### src/rtl/terrain_pkg.sv
// ---------------------------------------------------------------------------
// terrain_pkg
// Shared types and constants for the terrain scheduler: scan FSM states,
// the obstacle table entry layout and the "no block ahead" marker.
// Entry field widths are fixed here; the scheduler's MAP_W / POS_DIGIT
// parameters must stay equal to TERR_MAP_W / TERR_POS_DIGIT.
// ---------------------------------------------------------------------------
package terrain_pkg;

   localparam int TERR_MAP_W     = 20;
   localparam int TERR_POS_DIGIT = 16;

   typedef enum logic [1:0] {
      IDLE   = 2'd0,
      SCAN   = 2'd1,
      COMMIT = 2'd2
   } state_t;

   typedef struct packed {
      logic                      valid;
      logic [TERR_MAP_W-1:0]     left;    // inclusive world x
      logic [TERR_MAP_W-1:0]     right;   // exclusive world x
      logic [TERR_POS_DIGIT-1:0] height;  // above screen bottom
   } blk_entry_t;

   // Edge value reported when no block lies ahead of the character.
   localparam logic [TERR_MAP_W-1:0] NO_BLK = '1;

   // An entry only describes a real block when it is valid and non-empty.
   function automatic logic entry_usable(input blk_entry_t e);
      return e.valid && (e.left < e.right);
   endfunction

endpackage

### src/rtl/terrain_blk_table.sv
// ---------------------------------------------------------------------------
// terrain_blk_table
// Register-file obstacle table: one synchronous write port, a global clear
// of the valid bits and a combinational read port addressed by the scanner.
//
// Ports:
//   i_clk_pix   pixel clock
//   i_rst_n     asynchronous active-low reset (clears valid bits only)
//   i_we        write strobe (already qualified by the caller)
//   i_clear     invalidate all entries; wins over i_we
//   i_addr      write index
//   i_wr_entry  entry written at i_addr
//   i_rd_idx    read index
//   o_rd_entry  entry stored at i_rd_idx
// ---------------------------------------------------------------------------
module terrain_blk_table
   import terrain_pkg::*;
#(
   parameter int NUM_BLK = 8,
   parameter int AW      = $clog2(NUM_BLK)
) (
   input  logic          i_clk_pix,
   input  logic          i_rst_n,
   input  logic          i_we,
   input  logic          i_clear,
   input  logic [AW-1:0] i_addr,
   input  blk_entry_t    i_wr_entry,
   input  logic [AW-1:0] i_rd_idx,
   output blk_entry_t    o_rd_entry
);

   logic [NUM_BLK-1:0]        valid_q;
   logic [TERR_MAP_W-1:0]     left_q   [NUM_BLK];
   logic [TERR_MAP_W-1:0]     right_q  [NUM_BLK];
   logic [TERR_POS_DIGIT-1:0] height_q [NUM_BLK];

   // Valid bits are the only state that needs a defined reset value; the
   // geometry fields are meaningless while their valid bit is clear.
   always_ff @(posedge i_clk_pix or negedge i_rst_n) begin
      if (!i_rst_n) begin
         valid_q <= '0;
      end else if (i_clear) begin
         valid_q <= '0;
      end else if (i_we) begin
         valid_q[i_addr] <= i_wr_entry.valid;
      end
   end

   always_ff @(posedge i_clk_pix) begin
      if (i_we && !i_clear) begin
         left_q[i_addr]   <= i_wr_entry.left;
         right_q[i_addr]  <= i_wr_entry.right;
         height_q[i_addr] <= i_wr_entry.height;
      end
   end

   always_comb begin
      o_rd_entry        = '0;
      o_rd_entry.valid  = valid_q[i_rd_idx];
      o_rd_entry.left   = left_q[i_rd_idx];
      o_rd_entry.right  = right_q[i_rd_idx];
      o_rd_entry.height = height_q[i_rd_idx];
   end

endmodule

### src/rtl/terrain_scheduler.sv
// ---------------------------------------------------------------------------
// terrain_scheduler
// Per-frame scheduler for the character position datapath's terrain inputs.
// On a frame pulse it snapshots the character's world span [cl, cr), scans
// the obstacle table one entry per clock, and on the last scan cycle loads
// the floor height and the nearest block ahead into the output registers,
// so they change exactly once per frame while o_done is high.
//
// Ports:
//   i_clk_pix, i_rst_n          clock, asynchronous active-low reset
//   i_frame                     one-cycle frame-start pulse
//   i_map_x                     map scroll offset (world x of screen x=0)
//   i_char_pos, i_spr_width     character screen x and sprite width
//   i_cfg_*                     table write / clear port
//   o_cfg_ready                 table accepts writes/clear (not busy)
//   o_busy                      scan or commit in progress
//   o_done                      one-cycle pulse when outputs update
//   o_overrun                   sticky: frame pulse arrived while busy
//   o_floor                     floor height for the datapath
//   o_blk_left/right/height     nearest block ahead (edges all ones if none)
// ---------------------------------------------------------------------------
module terrain_scheduler
   import terrain_pkg::*;
#(
   parameter int NUM_BLK    = 8,
   parameter int MAP_W      = TERR_MAP_W,
   parameter int POS_DIGIT  = TERR_POS_DIGIT,
   parameter int BASE_FLOOR = 40,
   localparam int AW        = $clog2(NUM_BLK)
) (
   input  logic                        i_clk_pix,
   input  logic                        i_rst_n,
   input  logic                        i_frame,
   input  logic [MAP_W-1:0]            i_map_x,
   input  logic [POS_DIGIT-1:0]        i_char_pos,
   input  logic [POS_DIGIT-1:0]        i_spr_width,
   input  logic                        i_cfg_we,
   input  logic [AW-1:0]               i_cfg_addr,
   input  logic                        i_cfg_valid,
   input  logic [MAP_W-1:0]            i_cfg_left,
   input  logic [MAP_W-1:0]            i_cfg_right,
   input  logic [POS_DIGIT-1:0]        i_cfg_height,
   input  logic                        i_cfg_clear,
   output logic                        o_cfg_ready,
   output logic                        o_busy,
   output logic                        o_done,
   output logic                        o_overrun,
   output logic signed [POS_DIGIT-1:0] o_floor,
   output logic [MAP_W-1:0]            o_blk_left,
   output logic [MAP_W-1:0]            o_blk_right,
   output logic [POS_DIGIT-1:0]        o_blk_height
);

   localparam logic [AW-1:0]        LAST_IDX   = AW'(NUM_BLK - 1);
   localparam logic [POS_DIGIT-1:0] FLOOR_RST  = POS_DIGIT'(BASE_FLOOR);

   state_t                 state_q, state_nxt;
   logic [AW-1:0]          idx_q;
   logic [MAP_W-1:0]       cl_q, cr_q;
   logic [POS_DIGIT-1:0]   floor_acc_q;
   logic [MAP_W-1:0]       best_left_q, best_right_q;
   logic [POS_DIGIT-1:0]   best_h_q;

   logic [MAP_W-1:0]       cl_snap, cr_snap;
   logic                   start, last_scan;
   logic                   ent_ok, overlap, ahead;
   logic [POS_DIGIT-1:0]   floor_nxt;
   logic [MAP_W-1:0]       best_left_nxt, best_right_nxt;
   logic [POS_DIGIT-1:0]   best_h_nxt;
   blk_entry_t             rd_entry, wr_entry;

   assign o_busy      = (state_q != IDLE);
   assign o_cfg_ready = !o_busy;
   assign o_done      = (state_q == COMMIT);
   assign start       = (state_q == IDLE) && i_frame;
   assign last_scan   = (state_q == SCAN) && (idx_q == LAST_IDX);

   always_comb begin
      wr_entry        = '0;
      wr_entry.valid  = i_cfg_valid;
      wr_entry.left   = i_cfg_left;
      wr_entry.right  = i_cfg_right;
      wr_entry.height = i_cfg_height;
   end

   // Config traffic is dropped while a scan is running so the table is
   // stable for the whole frame's evaluation.
   terrain_blk_table #(
      .NUM_BLK (NUM_BLK),
      .AW      (AW)
   ) u_table (
      .i_clk_pix  (i_clk_pix),
      .i_rst_n    (i_rst_n),
      .i_we       (i_cfg_we && o_cfg_ready),
      .i_clear    (i_cfg_clear && o_cfg_ready),
      .i_addr     (i_cfg_addr),
      .i_wr_entry (wr_entry),
      .i_rd_idx   (idx_q),
      .o_rd_entry (rd_entry)
   );

   // Character world span; screen position is zero-extended, wrap ignored.
   assign cl_snap = MAP_W'(i_char_pos) + i_map_x;
   assign cr_snap = cl_snap + MAP_W'(i_spr_width);

   // Per-entry evaluation against the running accumulators. Overlap and
   // ahead are mutually exclusive since ahead requires left >= cr.
   always_comb begin
      ent_ok         = entry_usable(rd_entry);
      overlap        = ent_ok && (rd_entry.left < cr_q) && (rd_entry.right > cl_q);
      ahead          = ent_ok && (rd_entry.left >= cr_q) && (rd_entry.left < best_left_q);
      floor_nxt      = floor_acc_q;
      best_left_nxt  = best_left_q;
      best_right_nxt = best_right_q;
      best_h_nxt     = best_h_q;
      if (overlap && (rd_entry.height > floor_acc_q)) begin
         floor_nxt = rd_entry.height;
      end
      if (ahead) begin
         best_left_nxt  = rd_entry.left;
         best_right_nxt = rd_entry.right;
         best_h_nxt     = rd_entry.height;
      end
   end

   always_comb begin
      state_nxt = state_q;
      case (state_q)
         IDLE:    if (i_frame) state_nxt = SCAN;
         SCAN:    if (idx_q == LAST_IDX) state_nxt = COMMIT;
         COMMIT:  state_nxt = IDLE;
         default: state_nxt = IDLE;
      endcase
   end

   always_ff @(posedge i_clk_pix or negedge i_rst_n) begin
      if (!i_rst_n) begin
         state_q   <= IDLE;
         idx_q     <= '0;
         o_overrun <= 1'b0;
      end else begin
         state_q <= state_nxt;
         if (start) begin
            idx_q <= '0;
         end else if (state_q == SCAN) begin
            idx_q <= idx_q + AW'(1);
         end
         if (i_frame && o_busy) begin
            o_overrun <= 1'b1;
         end
      end
   end

   // Span snapshot and accumulators: always re-initialised at frame start.
   always_ff @(posedge i_clk_pix) begin
      if (start) begin
         cl_q         <= cl_snap;
         cr_q         <= cr_snap;
         floor_acc_q  <= FLOOR_RST;
         best_left_q  <= NO_BLK;
         best_right_q <= NO_BLK;
         best_h_q     <= '0;
      end else if (state_q == SCAN) begin
         floor_acc_q  <= floor_nxt;
         best_left_q  <= best_left_nxt;
         best_right_q <= best_right_nxt;
         best_h_q     <= best_h_nxt;
      end
   end

   // Outputs load with the final entry folded in, so they become visible in
   // the COMMIT cycle together with o_done.
   always_ff @(posedge i_clk_pix or negedge i_rst_n) begin
      if (!i_rst_n) begin
         o_floor      <= FLOOR_RST;
         o_blk_left   <= NO_BLK;
         o_blk_right  <= NO_BLK;
         o_blk_height <= '0;
      end else if (last_scan) begin
         o_floor      <= floor_nxt;
         o_blk_left   <= best_left_nxt;
         o_blk_right  <= best_right_nxt;
         o_blk_height <= best_h_nxt;
      end
   end

endmodule

### config.mk
export PLATFORM = sky130hd
export DESIGN_NAME = terrain_scheduler
export DESIGN_NICKNAME = d
export VERILOG_FILES = /design/src/rtl/terrain_pkg.sv /design/src/rtl/terrain_blk_table.sv /design/src/rtl/terrain_scheduler.sv
export SDC_FILE = /design/constraint.sdc
export NUM_CORES = 1
export LEC_CHECK = 0
export BUFFER_PORTS_ARGS = -buffer_cell sky130_fd_sc_hd__buf_2
export CAP_MARGIN = 10
export CORE_MARGIN = 3
export CORE_UTILIZATION = 39
export DETAILED_ROUTE_END_ITERATION = 8
export GPL_TIMING_DRIVEN = 0
export PLACE_DENSITY = 0.56
export SLEW_MARGIN = 20
export SYNTH_ARGS = -nofsm -noshare
export SYNTH_HDL_FRONTEND = slang
export SYNTH_SLANG_ARGS = --single-unit
### constraint.sdc
create_clock -name i_clk_pix -period 7 [get_ports i_clk_pix]
set_clock_uncertainty 0.1 [all_clocks]
set_input_delay 1.4 -clock i_clk_pix [delete_from_list [all_inputs] [get_ports i_clk_pix]]
set_output_delay 1.4 -clock i_clk_pix [all_outputs]
set_load 0.01 [all_outputs]
-- Yosys cells after proc, flatten, opt, wreduce, memory -nomap -nowiden
Memories as Yosys holds them, arrays and structs flattened.
Cells that the tools add are included.
- add/sub/neg operators: 3
- order comparisons: 9
- equal/unequal tests: 5
- mux-type cells: 18
- reductions and logical operators: 20
- operators with widths (operator ; number):
    $lt A20 B20 Y1 ; 3
    $mux W20 ; 2
    $mux W16 ; 2
    $add A16 B20 Y20 ; 1
    $add A20 B16 Y20 ; 1
    $ge A20 B20 Y1 ; 1
    $gt A20 B20 Y1 ; 1
    $gt A16 B16 Y1 ; 1
    $mux W8 ; 2
    $logic_and A1 B1 Y1 ; 13
    $bwmux W8 ; 1
    $lt A3 B4 Y1 const B ; 2
    $mux W3 ; 2
    $reduce_bool A2 Y1 ; 3
    $mux W1 ; 4
    $mux W2 ; 2
    $ne A2 B2 Y1 const B ; 2
    $pmux W2 S2 ; 1
    $add A3 B1 Y3 const B ; 1
    $bmux W1 S3 ; 1
    $demux W1 S3 ; 1
    $eq A3 B3 Y1 const B ; 1
    $ge A3 B1 Y1 const B ; 1
    $eq A2 B1 Y1 const B ; 1
    4 further kinds ; 5
- register bits after elaboration: 198
- memory bits (writable): 448
- input bits: 117
- word-level logic and storage cells: 72
- memories kept: 3
- memory list (name ; words ; width ; read ports ; clocked after Yosys merged registers in ; write ports ; RTL line ; RTL):
    u_table.left_q ; 8 ; 20 ; 1 ; 0 ; 1 ; terrain_blk_table.sv:33 ; logic [TERR_MAP_W-1:0] left_q [NUM_BLK];
    u_table.right_q ; 8 ; 20 ; 1 ; 0 ; 1 ; terrain_blk_table.sv:34 ; logic [TERR_MAP_W-1:0] right_q [NUM_BLK];
    u_table.height_q ; 8 ; 16 ; 1 ; 0 ; 1 ; terrain_blk_table.sv:35 ; logic [TERR_POS_DIGIT-1:0] height_q [NUM_BLK];

-- Depth between registers and ports, before layout
- depth after elaboration: 7
- depth in mapped cells: 17

-- Modules after synthesis
From an unflattened synthesis, not the netlist that was laid out.
- cell total of the unflattened synthesis: 2002
- area total of the unflattened synthesis: 29422.0 µm²
- by module, submodules not included (module ; times used ; cells an instance ; area each (µm²) ; seq. area each (µm²)):
    terrain_blk_table ; 1 ; 702 ; 17319.1 ; 13653.1
    terrain_scheduler ; 1 ; 1300 ; 12102.9 ; 4647.0

-- Worst setup path after synthesis
OpenSTA, ideal clock, no wires.
- kind: input to register
- from: input port i_cfg_clear
- to: memory u_table.height_q[1][0], enable pin
- arrival: 5.685 ns
- required time: 6.361 ns
- slack: 0.676 ns
- stages on the path: 4
- path buffers: 1
- path through: clkbuf_1 -> nor2_1 -> nand3_1 -> nor3_1
- word-level cells in the longest chain between the ends: 5
- RTL lines (element ; RTL line ; RTL):
    start, declared ; terrain_scheduler.sv:43 ; input logic i_cfg_clear,
    $logic_and A1 B1 Y1 ; terrain_scheduler.sv:95 ; .i_clear (i_cfg_clear && o_cfg_ready),
    $logic_not A1 Y1 ; terrain_blk_table.sv:50 ; if (i_we && !i_clear) begin
    $logic_and A1 B1 Y1 ; terrain_blk_table.sv:50 ;
    $mux W1 ; terrain_blk_table.sv:50 ;
    $mux W1 (not written as such) ; terrain_blk_table.sv:53 ; height_q[i_addr] <= i_wr_entry.height;
    end, declared ; terrain_blk_table.sv:35 ;
Every way passes these cells.

-- Worst setup path after layout
- from: register idx_q[1]
- to: register o_floor[8]
- word-level cells in the longest chain between the ends: 7
- elaborated cells on any way between the ends: 16
- classes of those cells: 4 x order compare; 1 x eq/ne; 3 x mux; 5 x reduce/logical; 3 x memory
- RTL lines (element ; RTL line ; RTL):
    start, declared ; terrain_scheduler.sv:58 ; logic [AW-1:0] idx_q;
    start signal, assigned ; terrain_scheduler.sv:146 ; idx_q <= idx_q + AW'(1);
    $mem_v2 Z8 W20 (tied with other cells) ; n/a ;
    $lt A20 B20 Y1 or $mux W1 (tied branches) ; terrain_pkg.sv:31, terrain_blk_table.sv:59 ;
    $logic_and A1 B1 Y1 ; terrain_pkg.sv:31 ; return e.valid && (e.left < e.right);
    $logic_and A1 B1 Y1 (2 in a row) ; terrain_scheduler.sv:110 ; overlap = ent_ok && (rd_entry.left < cr_q) && (rd_entry.right > cl_q);
    $logic_and A1 B1 Y1 ; terrain_scheduler.sv:116 ; if (overlap && (rd_entry.height > floor_acc_q)) begin
    $mux W16 ; terrain_scheduler.sv:116 ;
    end signal, assigned ; terrain_scheduler.sv:180 ; o_floor <= floor_nxt;
    end, declared ; terrain_scheduler.sv:48 ; output logic signed [POS_DIGIT-1:0] o_floor,
Several ways; a longest one is shown, not always the timed one. The select of a mux whose other input is x is not followed.
A chain may end at the register's enable or synchronous reset.

==> impl_metrics.env <==
export IMPL_detailed_place_hpwl_mm=57.9
export IMPL_timing_reg2reg_worst_path_depth=16
export IMPL_met3_length_mm=4.52
export IMPL_wl_met2_mm=37.9
export IMPL_cts_root_buf="sky130_fd_sc_hd__clkbuf_16"
export IMPL_endpoint="o_floor[8]"
export IMPL_commonest_non_fill_non_tap_cell_in_the_layout="sky130_fd_sc_hd__edfxtp_1"
export IMPL_report_final_setup_viol=0
export IMPL_clkPwrFrac=0.260
export IMPL_drt_vias_per_instance=5.49
export IMPL_die_w_um=280
export IMPL_grt_use_total=0.200
export IMPL_cts_setup_buffers=0
export IMPL_synthesis_area_mm2=0.0292
export IMPL_clk_path_buf_depth=3
export IMPL_clk_transition_reported_paths_ps=60
export IMPL_worst_r2r_startpoint="idx_q[1]"
export IMPL_seq_power_share=0.364
export IMPL_p_sw_uw=4970
export IMPL_report_final_hold_viol_count=0
export IMPL_top_library_cells_by_usage_in_the_layout_fill_and_taps_aside="sky130_fd_sc_hd__edfxtp_1, sky130_fd_sc_hd__buf_2, sky130_fd_sc_hd__nand2_1, sky130_fd_sc_hd__mux2i_1, sky130_fd_sc_hd__inv_1"
export IMPL_setup_total_negative_slack_ps=0
export IMPL_critPathLaunch="idx_q[1]"
export IMPL_pin_count=193
export IMPL_cellLeakagePower_uw=0.0134
export IMPL_first_global_vias=18700
export IMPL_clock_tree_from_tritoncts="yes"
export IMPL_rows=99
export IMPL_grt_ovfl_total=0
export IMPL_rr_endpoint="o_floor[8]"
export IMPL_final_util=0.465
export IMPL_type_of_destination_of_the_critical_path="flop"
export IMPL_sw_frac_of_total=0.365
export IMPL_starting_density_of_the_core=0.397
export IMPL_clkLatencyLatePin_ps=610
export IMPL_post_layout_total_power_uw=13600
export IMPL_rsz0062_at_grt="no"
export IMPL_ys_dominant_reg_cell="sky130_fd_sc_hd__edfxtp_1"
export IMPL_placement_io_buffers=191
export IMPL_final_layout_size_suffix_gt1_frac=0.230
export IMPL_detail_route_first_pass_iterations=5
export IMPL_synth_net_count=2253
export IMPL_tightest_slew_ps=1120
export IMPL_synth_enable_flop_cells=488
export IMPL_routedLengthMet1_mm=32.4
export IMPL_route_top_layer_used="met5"
export IMPL_die_h_um=280
export IMPL_powerDensity_mw_per_mm2=399
export IMPL_critPathLaunchType="flop"
export IMPL_drt_antenna_violating_nets=0
export IMPL_finish_net_count=2551
export IMPL_layout_worst_path_cycle_share=0.953
export IMPL_worstSetupPathType="reg -> reg"
export IMPL_ys_types=73
export IMPL_ir_worst_vdd_v=0.000163
export IMPL_htree_levels=3
export IMPL_core_area_mm2=0.0736
export IMPL_period_minus_slack_ps=6670
export IMPL_cts_num_sinks=646
export IMPL_synth_async_reset_ratio=0.133
export IMPL_status="completed"
export IMPL_ys_ff_latch=646
export IMPL_cts_bufs_inserted=70
export IMPL_share_comb_of_total_power=0.376
export IMPL_max_freq_ghz=0.150
export IMPL_route_detailed_wl_per_inst_um=23.4
export IMPL_grt_pass1_wl_mm=117
export IMPL_drtIter0Drc=1320
export IMPL_number_of_antenna_violations_at_the_first_check_in_global_routing=17
export IMPL_post_route_drc_count=0
export IMPL_p_int_uw=8650
export IMPL_rrSetupSlack_ps=330
export IMPL_path_max_fanout=10
export IMPL_synth_yosys_warnings=0
export IMPL_syn_area_per_cell_um2=14.6
export IMPL_slew_limit_fails=0
export IMPL_place_congestion=0.893
export IMPL_cp_arrival_ps=7030
export IMPL_seq_area_frac_synth=0.627
export IMPL_timing_hold_worst_class="reg -> reg"
export IMPL_total_routed_length_mm=77.8
export IMPL_maxSlewHeadroom=0.252
export IMPL_die_area_mm2=0.0781
export IMPL_area_growth_pct=17.1
export IMPL_max_cap_viol_count=0
export IMPL_synthesis_instances=2005
export IMPL_num_vias=18200
export IMPL_grt_max_degree=55
export IMPL_critPathRequiredTime_ps=7360
-- how the worst min path moves through the flow --
stage / start / cells past startpoint / slack (ps) / endpoint
floorplan: best_right_q[0] / 2 / 320 / o_blk_right[0]
global placement: best_right_q[0] / 2 / 330 / o_blk_right[0]
detailed placement: best_right_q[0] / 2 / 340 / o_blk_right[0]
CTS: best_right_q[0] / 2 / 350 / o_blk_right[0]
global route: best_h_q[6] / 2 / 370 / best_h_q[6]
finish: best_right_q[0] / 2 / 360 / o_blk_right[0]
-- synth_stat cells (all sizes together), types with 4 or more instances --
library cell	n	area, um2
a211o	7	61.3
a211oi	12	95.1
a21o	23	173
a21oi	59	303
a221o	15	150
a221oi	4	35.0
a31oi	41	257
and3	5	31.3
and4	5	43.8
buf	50	278
clkbuf	58	218
dfrtp	44	1100
dfstp	42	1100
dfxtp	72	1440
edfxtp	488	14700
ha	129	1610
inv	135	507
mux2i	136	1360
mux4	111	2500
nand2	136	510
nand2b	8	50.1
nand3	17	85.1
nand3b	5	37.5
nand4	50	334
nor2	111	417
nor2b	10	62.6
nor3	15	86.3
nor4	22	138
o2111ai	4	35.0
o211ai	9	67.6
o21a	7	52.6
o21ai	36	180
o21bai	6	45.0
o311ai	37	332
o31ai	28	215
or2	4	25.0
xnor2	23	201
xor2	6	52.6
-- per-layer routing --
layer | GRT usage | up-vias
li1 | - | 8367
met1 | 0.255 | 9138
met2 | 0.338 | 552
met3 | 0.0374 | 153
met4 | 0.0803 | 12
met5 | 0 | -
-- area by class of cell --
type,instances,area (um2)
diodes,6,15.0
plain buffers,108,500
clock buffers,92,1920
clock inverters,33,290
fillers,6452,39400
inverters,137,514
multi-input cells,1114,9920
flip-flops and latches,646,18300
well taps,959,1200
repair buffers,226,1520
-- stage by stage --
stage               hold WS (ps)  instances  setup slack [ps]  area (um2)
global placement             332       3155             -3580       31300
global route                 373       3316              41.2       34200
floorplan                    317       2005               676       29200
CTS                          348       3315              92.9       34200
finish                       360       3321               328       34200
detailed placement           339       3190               144       32000
-- power groups by stage --
stage                     clock network [uW]  registers (uW)  logic (uW)
final                                   3550            4950        5120
after global routing                    3790            4990        5660
after CTS                               3620            4960        5170
after detailed placement                   0            5030        5140
after global placement                     0            5030        5010
after floorplan                            0            4990        3310
-- worst max-delay path, cell delays in order, from the launching register on --
cell and delay, ps:
sky130_fd_sc_hd__dfrtp_1 470, sky130_fd_sc_hd__buf_6 220, sky130_fd_sc_hd__clkbuf_1 510, sky130_fd_sc_hd__buf_1 630, sky130_fd_sc_hd__mux4_2 400, sky130_fd_sc_hd__mux2i_1 710
sky130_fd_sc_hd__inv_1 300, sky130_fd_sc_hd__ha_1 390, sky130_fd_sc_hd__and4_1 220, sky130_fd_sc_hd__nand3_1 130, sky130_fd_sc_hd__nor3_1 670, sky130_fd_sc_hd__a221oi_1 310
sky130_fd_sc_hd__a21oi_2 560, sky130_fd_sc_hd__and3_1 240, sky130_fd_sc_hd__buf_2 190, sky130_fd_sc_hd__buf_2 280, sky130_fd_sc_hd__o311ai_0 170
-- cells by family (layout without fill, tap and decap cells) --
kind of cell,Yosys count,after routing,synth area share
buffers and inverters,245,596,0.0346
other,0,6,0
AND/OR/NAND/NOR,398,398,0.0648
AO/OA/AOI/OAI,307,307,0.0749
flip-flops,646,646,0.627
multiplexers,249,249,0.133
XOR/XNOR,29,29,0.00870
adder cells (fa/ha/maj),131,131,0.0567
-- registers in the layout, indices dropped and copies added (netlist names) --
register,count
best_right_q,20
cr_q,20
floor_acc_q,16
u_table.height_q,128
best_left_q,20
u_table.left_q,160
u_table.right_q,160
u_table.valid_q,8
o_overrun,1
best_h_q,16
cl_q,20
idx_q,3
o_blk_height,16
o_floor,16
state_q,2
o_blk_right,20
o_blk_left,20
-- repair_timing --
action,CTS,global route
hold buffers,0,0
resized for setup,0,2
setup endpoints to repair,0,3
(Power assumes the default switching activity.)
